File: config.mk
export PLATFORM = sky130hd
export DESIGN_NAME = pyc_fifo_ex
export DESIGN_NICKNAME = d
export VERILOG_FILES = /design/src/rtl/pyc_fifo_pkg.sv /design/src/rtl/pyc_wrap_ctr.sv /design/src/rtl/pyc_fifo_ex.sv
export SDC_FILE = /design/constraint.sdc
export NUM_CORES = 1
export LEC_CHECK = 0
export CORE_AREA = 10 10 47 49
export DETAILED_ROUTE_END_ITERATION = 8
export DIE_AREA = 0 0 57 59
export PLACE_DENSITY = 0.57
export SYNTH_ARGS = -nofsm -noshare
export SYNTH_HDL_FRONTEND = slang
export SYNTH_SLANG_ARGS = --single-unit
File: constraint.sdc
create_clock -name clk -period 1.4 [get_ports clk]
set_input_delay 0.28 -clock clk [delete_from_list [all_inputs] [get_ports clk]]
set_output_delay 0.28 -clock clk [all_outputs]
set_load 0.01 [all_outputs]
File: src/rtl/pyc_fifo_pkg.sv
// Shared sizing helpers for the pyc FIFO family.
package pyc_fifo_pkg;

    // Pointer width: never narrower than one bit, even for a single-entry FIFO.
    function automatic int ptr_w(input int depth);
        int w;
        w = $clog2(depth);
        return (w < 1) ? 1 : w;
    endfunction

    // Occupancy width: must represent 0..depth inclusive.
    function automatic int cnt_w(input int depth);
        return $clog2(depth + 1);
    endfunction

endpackage

File: src/rtl/pyc_wrap_ctr.sv
// Modulo-MOD up-counter used as a FIFO read/write pointer.
module pyc_wrap_ctr
    import pyc_fifo_pkg::*;
#(
    parameter int MOD = 2
) (
    input  logic                  clk,
    input  logic                  rst,
    input  logic                  clr,
    input  logic                  en,
    output logic [ptr_w(MOD)-1:0] value
);

    localparam int W = ptr_w(MOD);
    localparam logic [W-1:0] LAST = W'(MOD - 1);

    // Advance on en, wrapping explicitly so non-power-of-two MOD works.
    always_ff @(posedge clk or posedge rst) begin
        if (rst) begin
            value <= '0;
        end else if (clr) begin
            value <= '0;
        end else if (en) begin
            value <= (value == LAST) ? '0 : value + W'(1);
        end
    end

endmodule

File: src/rtl/pyc_fifo_ex.sv
// Ready/valid FIFO with arbitrary depth, optional empty bypass, flush and
// occupancy flags.
module pyc_fifo_ex
    import pyc_fifo_pkg::*;
#(
    parameter int WIDTH    = 1,
    parameter int DEPTH    = 2,
    parameter int AF_LEVEL = DEPTH - 1,
    parameter int AE_LEVEL = 1,
    parameter int BYPASS   = 0
) (
    input  logic                         clk,
    input  logic                         rst,
    input  logic                         flush,
    input  logic                         in_valid,
    output logic                         in_ready,
    input  logic [WIDTH-1:0]             in_data,
    output logic                         out_valid,
    input  logic                         out_ready,
    output logic [WIDTH-1:0]             out_data,
    output logic [$clog2(DEPTH+1)-1:0]   count,
    output logic                         almost_full,
    output logic                         almost_empty
);

    localparam int PW = ptr_w(DEPTH);
    localparam int CW = cnt_w(DEPTH);
    localparam logic [CW-1:0] DEPTH_C = CW'(DEPTH);
    localparam logic [CW-1:0] AF_C    = CW'(AF_LEVEL);
    localparam logic [CW-1:0] AE_C    = CW'(AE_LEVEL);
    localparam logic          BYP     = (BYPASS != 0);

    if (DEPTH < 1) begin : g_bad_depth
        $fatal(1, "pyc_fifo_ex: DEPTH must be >= 1");
    end
    if (AF_LEVEL < 0 || AF_LEVEL > DEPTH) begin : g_bad_af
        $fatal(1, "pyc_fifo_ex: AF_LEVEL must be in 0..DEPTH");
    end
    if (AE_LEVEL < 0 || AE_LEVEL > DEPTH) begin : g_bad_ae
        $fatal(1, "pyc_fifo_ex: AE_LEVEL must be in 0..DEPTH");
    end

    logic [WIDTH-1:0] mem [DEPTH];
    logic [PW-1:0]    rd_ptr;
    logic [PW-1:0]    wr_ptr;
    logic             empty;
    logic             push;
    logic             pop;
    logic             pass_through;
    logic             wr_en;
    logic             rd_en;

    // Handshake decode; a word that enters and leaves an empty bypass FIFO in
    // the same cycle touches neither storage nor the pointers.
    always_comb begin
        empty        = (count == '0);
        out_valid    = !flush && (!empty || (BYP && in_valid));
        pop          = out_valid && out_ready;
        in_ready     = !flush && ((count < DEPTH_C) || pop);
        push         = in_valid && in_ready;
        pass_through = BYP && empty && push && pop;
        wr_en        = push && !pass_through;
        rd_en        = pop && !pass_through;
        out_data     = (BYP && empty) ? in_data : mem[rd_ptr];
        almost_full  = (count >= AF_C);
        almost_empty = (count <= AE_C);
    end

    // Storage array, written at the tail on each stored push; not reset.
    always_ff @(posedge clk) begin
        if (wr_en) begin
            mem[wr_ptr] <= in_data;
        end
    end

    // Occupancy tracking; flush empties the FIFO on the next edge.
    always_ff @(posedge clk or posedge rst) begin
        if (rst) begin
            count <= '0;
        end else if (flush) begin
            count <= '0;
        end else if (wr_en && !rd_en) begin
            count <= count + CW'(1);
        end else if (rd_en && !wr_en) begin
            count <= count - CW'(1);
        end
    end

    pyc_wrap_ctr #(.MOD(DEPTH)) u_rd_ptr (
        .clk   (clk),
        .rst   (rst),
        .clr   (flush),
        .en    (rd_en),
        .value (rd_ptr)
    );

    pyc_wrap_ctr #(.MOD(DEPTH)) u_wr_ptr (
        .clk   (clk),
        .rst   (rst),
        .clr   (flush),
        .en    (wr_en),
        .value (wr_ptr)
    );

endmodule

==> parameters.txt <==
Parameter                              Value

Worst hold path
  Class of the tightest hold or removal check    primary input to async pin

Floorplanning
  Vert. Die Dim    59 microns
  Floorplan Core Area    1400 sq um
  Die boundary width    57 microns
  Row Count    14
  Effective utilization at floorplan    0.271
  Floorplan die area    3360 sq um
  Count of boundary I/O pins    13

Power
  Sw Pwr    365 uW
  Internal power summed over all cells    691 uW
  Flop pwr share    0.236
  Leakage power total    0.314 nW
  Combinational share of power    0.597
  Switching part of the total power    0.346
  Peak VDD IR    0.893 mV
  Fraction of power consumed by the clock network    0.167
  Power Dens Cells    1570 nW/um^2

CTS
  Clock buffer count from CTS    3
  Clock insertion delay at the later pin of the skew report    250 ps
  CTS tree    done
  Clock input transition at the sequential cells of the worst setup and hold paths    50 ps
  Clock sinks    6
  Maximum number of buffers from clock root to sink    2
  # H-tree levels    1
  Buffer cell driving the clock tree root    clkbuf_4

Yosys
  Sequential cell area fraction in the yosys report    0.422
  Leading post-synthesis cells by cell area    dfrtp_1 (26%), edfxtp_1 (16%), ha_1 (9.9%), mux2_2 (5.9%), nor2_1 (5.0%)
  Most frequent cells after synthesis    nor2_1 (5), dfrtp_1 (4), inv_1 (4)
  Syn avg cell area    10.2 sq um
  Yosys Warn Count    0
  Count of unique library cells instantiated by Yosys    22
  Area share of the largest cell type after synthesis    0.264
  Post-synthesis cell count    37
  Number of flops mapped to enable cells by yosys    2
  Syn nets    46
  Synthesized area    379 sq um
  Async set-reset flop share out of synthesis    0.667
  Cell type with the highest aggregate area in the netlist    dfrtp_1
  Cell with the most instances after synthesis    nor2_1
  Number of synthesized register bits    6
  Primary FF master, synth    dfrtp_1

Timing
  Worst slew margin relative to its limit    0.909
  Number of endpoints with negative hold slack in the final report    0
  Fmax achieved    662 MHz
  Slew @ Worst Pin    133 ps
  Max Slew Vio Count    0
  Maximum clock skew at final layout    3.10 ps
  Final count of negative-setup-slack endpoints    5
  Post-route minimum period    1510 ps
  Final worst slack    -111 ps
  RSZ-0062 raised after global routing    yes
  Tcrit/Tclk final    1.08
  Worst hold slack    219 ps

Worst setup path
  Critical path fanouts, max    2
  Crit path DAT    1230 ps
  CP peak stage delay    360 ps
  Origin of the critical flop-to-flop path    count[1]
  Data required time of the worst path    1120 ps
  Worst path buffer plus inverter count    2
  Start point of the critical path    count[0]
  Ordered list of cells on the worst path    inv_2 > ha_4 > nand2b_4 > a21oi_4 > buf_6
  Setup slack on the worst flop-to-flop path    -110 ps
  Reg-to-reg endpoint    count[0]
  Critical path startpoint category    flop
  Crit path kind    flop to primary output
  Type of element capturing the critical path    primary output
  Worst path top cell family by delay    flip-flops
  R2R depth    6
  Critical path's slowest cell    dfrtp_1

Detailed routing
  Average wire per standard cell    11.4 microns
  Total vias in the final route    327
  Routed Antenna Nets    0
  Iteration-0 DRC count of the detailed router    3
  Via-per-instance ratio    4.30
  Post-route DRC violation count    0
  WL final    868 microns
  Number of optimization iterations in the first detailed-route pass    2

Finish
  Antenna Cells    0
  Final #Nets    70
  Non-Filler Cell Area, Final    674 sq um
  Growth of design area from synthesis to finish    77.9%
  Post-layout util    0.481
  Finished Layout Cells    76
  Layout cells sized above 1    0.533

Global routing
  Vias in the first global route    336
  First-pass GRT wire length    1440 microns
  Maximum number of pins on one net before global-route repair    7
  Number of antenna violations at the first check in global routing    0
  GR Overflow Total    0
  Global-route usage over all layers    0.0555

Job
  Max-cap violation count    0

Placement
  Placed Cells    71
  Worst setup timing slack at the placement stage    -432 ps
  Half-perimeter wire length after detailed placement    675 microns
  Buffers on Ports    12
  Total cell area at the placement stage    593 sq um
  Routability-driven placement congestion ratio    0.727

Outcome
  Failing checks    negative setup slack
  Run status    complete, but fails checks
-- worst max-delay path by stage --
stage | endpoint | cells past startpoint
final | in_ready | 5
after detailed placement | in_ready | 4
after CTS | count[0] | 6
after global routing | count[0] | 6
after global placement | in_ready | 4
after floorplan | count[0] | 6
-- power by group through the flow --
stage / Sequential, mW / Combinational, mW / Clock (mW)
after floorplan: 0.275 / 0.261 / 0
after global placement: 0.248 / 0.541 / 0
after detailed placement: 0.248 / 0.541 / 0
after CTS: 0.246 / 0.560 / 0.183
after global routing: 0.254 / 0.691 / 0.195
final: 0.249 / 0.631 / 0.177
-- cell families after synthesis --
kind of cell,after synthesis,share of synthesized area
buf+inv,6,0.0792
fa+ha+maj,3,0.0990
flops,6,0.422
mux,4,0.116
compound gates,4,0.0627
simple gates,13,0.198
xor+xnor,1,0.0231
-- flip-flops by register name, indices dropped and copies added (netlist names) --
signal / count
count: 2
mem: 2
u_rd_ptr.value: 1
u_wr_ptr.value: 1
-- metal layers --
| layer | vias up | part of all wire | GRT usage |
|---|---|---|---|
| li1 | 168 | - | - |
| met1 | 153 | 0.40 | 0.0480 |
| met2 | 6 | 0.53 | 0.0946 |
| met3 | 0 | 0.073 | 0.0451 |
| met4 | 0 | 0 | 0.0201 |
| met5 | - | 0 | 0 |
-- per-stage QoR --
stage          power (mW)  setup TNS (ps)
2_1_floorplan       0.536            -482
3_3_place_gp        0.789           -2000
3_5_place_dp        0.789           -2050
4_1_cts             0.989            -415
5_1_grt              1.14            -629
6_report             1.06            -313
-- area by class of cell --
type | count | area [sq um]
inverters | 4 | 17.5
well taps | 16 | 20.0
multi-input cells | 25 | 263
clock buffers | 4 | 26.3
flip-flops and latches | 6 | 161
repair buffers | 21 | 186
fillers | 144 | 727
-- worst reg2reg max path, delay by kind of cell (launching register included) --
kind	cells	cell delay, ps
adder cells (fa/ha/maj)	1	120
buffers and inverters	2	200
flip-flops	1	420
multiplexers	2	520
AND/OR/NAND/NOR	1	130
-- placed cells by master (no fill, tap or decap), types with 2 or more instances in the layout --
master and instances:
edfxtp_1 2, nand2b_4 2, dfrtp_1 3, buf_6 6, buf_2 2, clkdlybuf4s50_1 5, clkbuf_4 3, inv_2 2
ha_4 3, buf_4 6, nor2_1 5
-- what timing repair did --
action                     in CTS  in global routing
hold buffers                    0                  0
gates resized for setup        31                  9
buffers inserted                0                  1
pin swaps                       2                  1
setup endpoints to repair      11                  7
No activity file was read; power rests on OpenSTA's default activity.
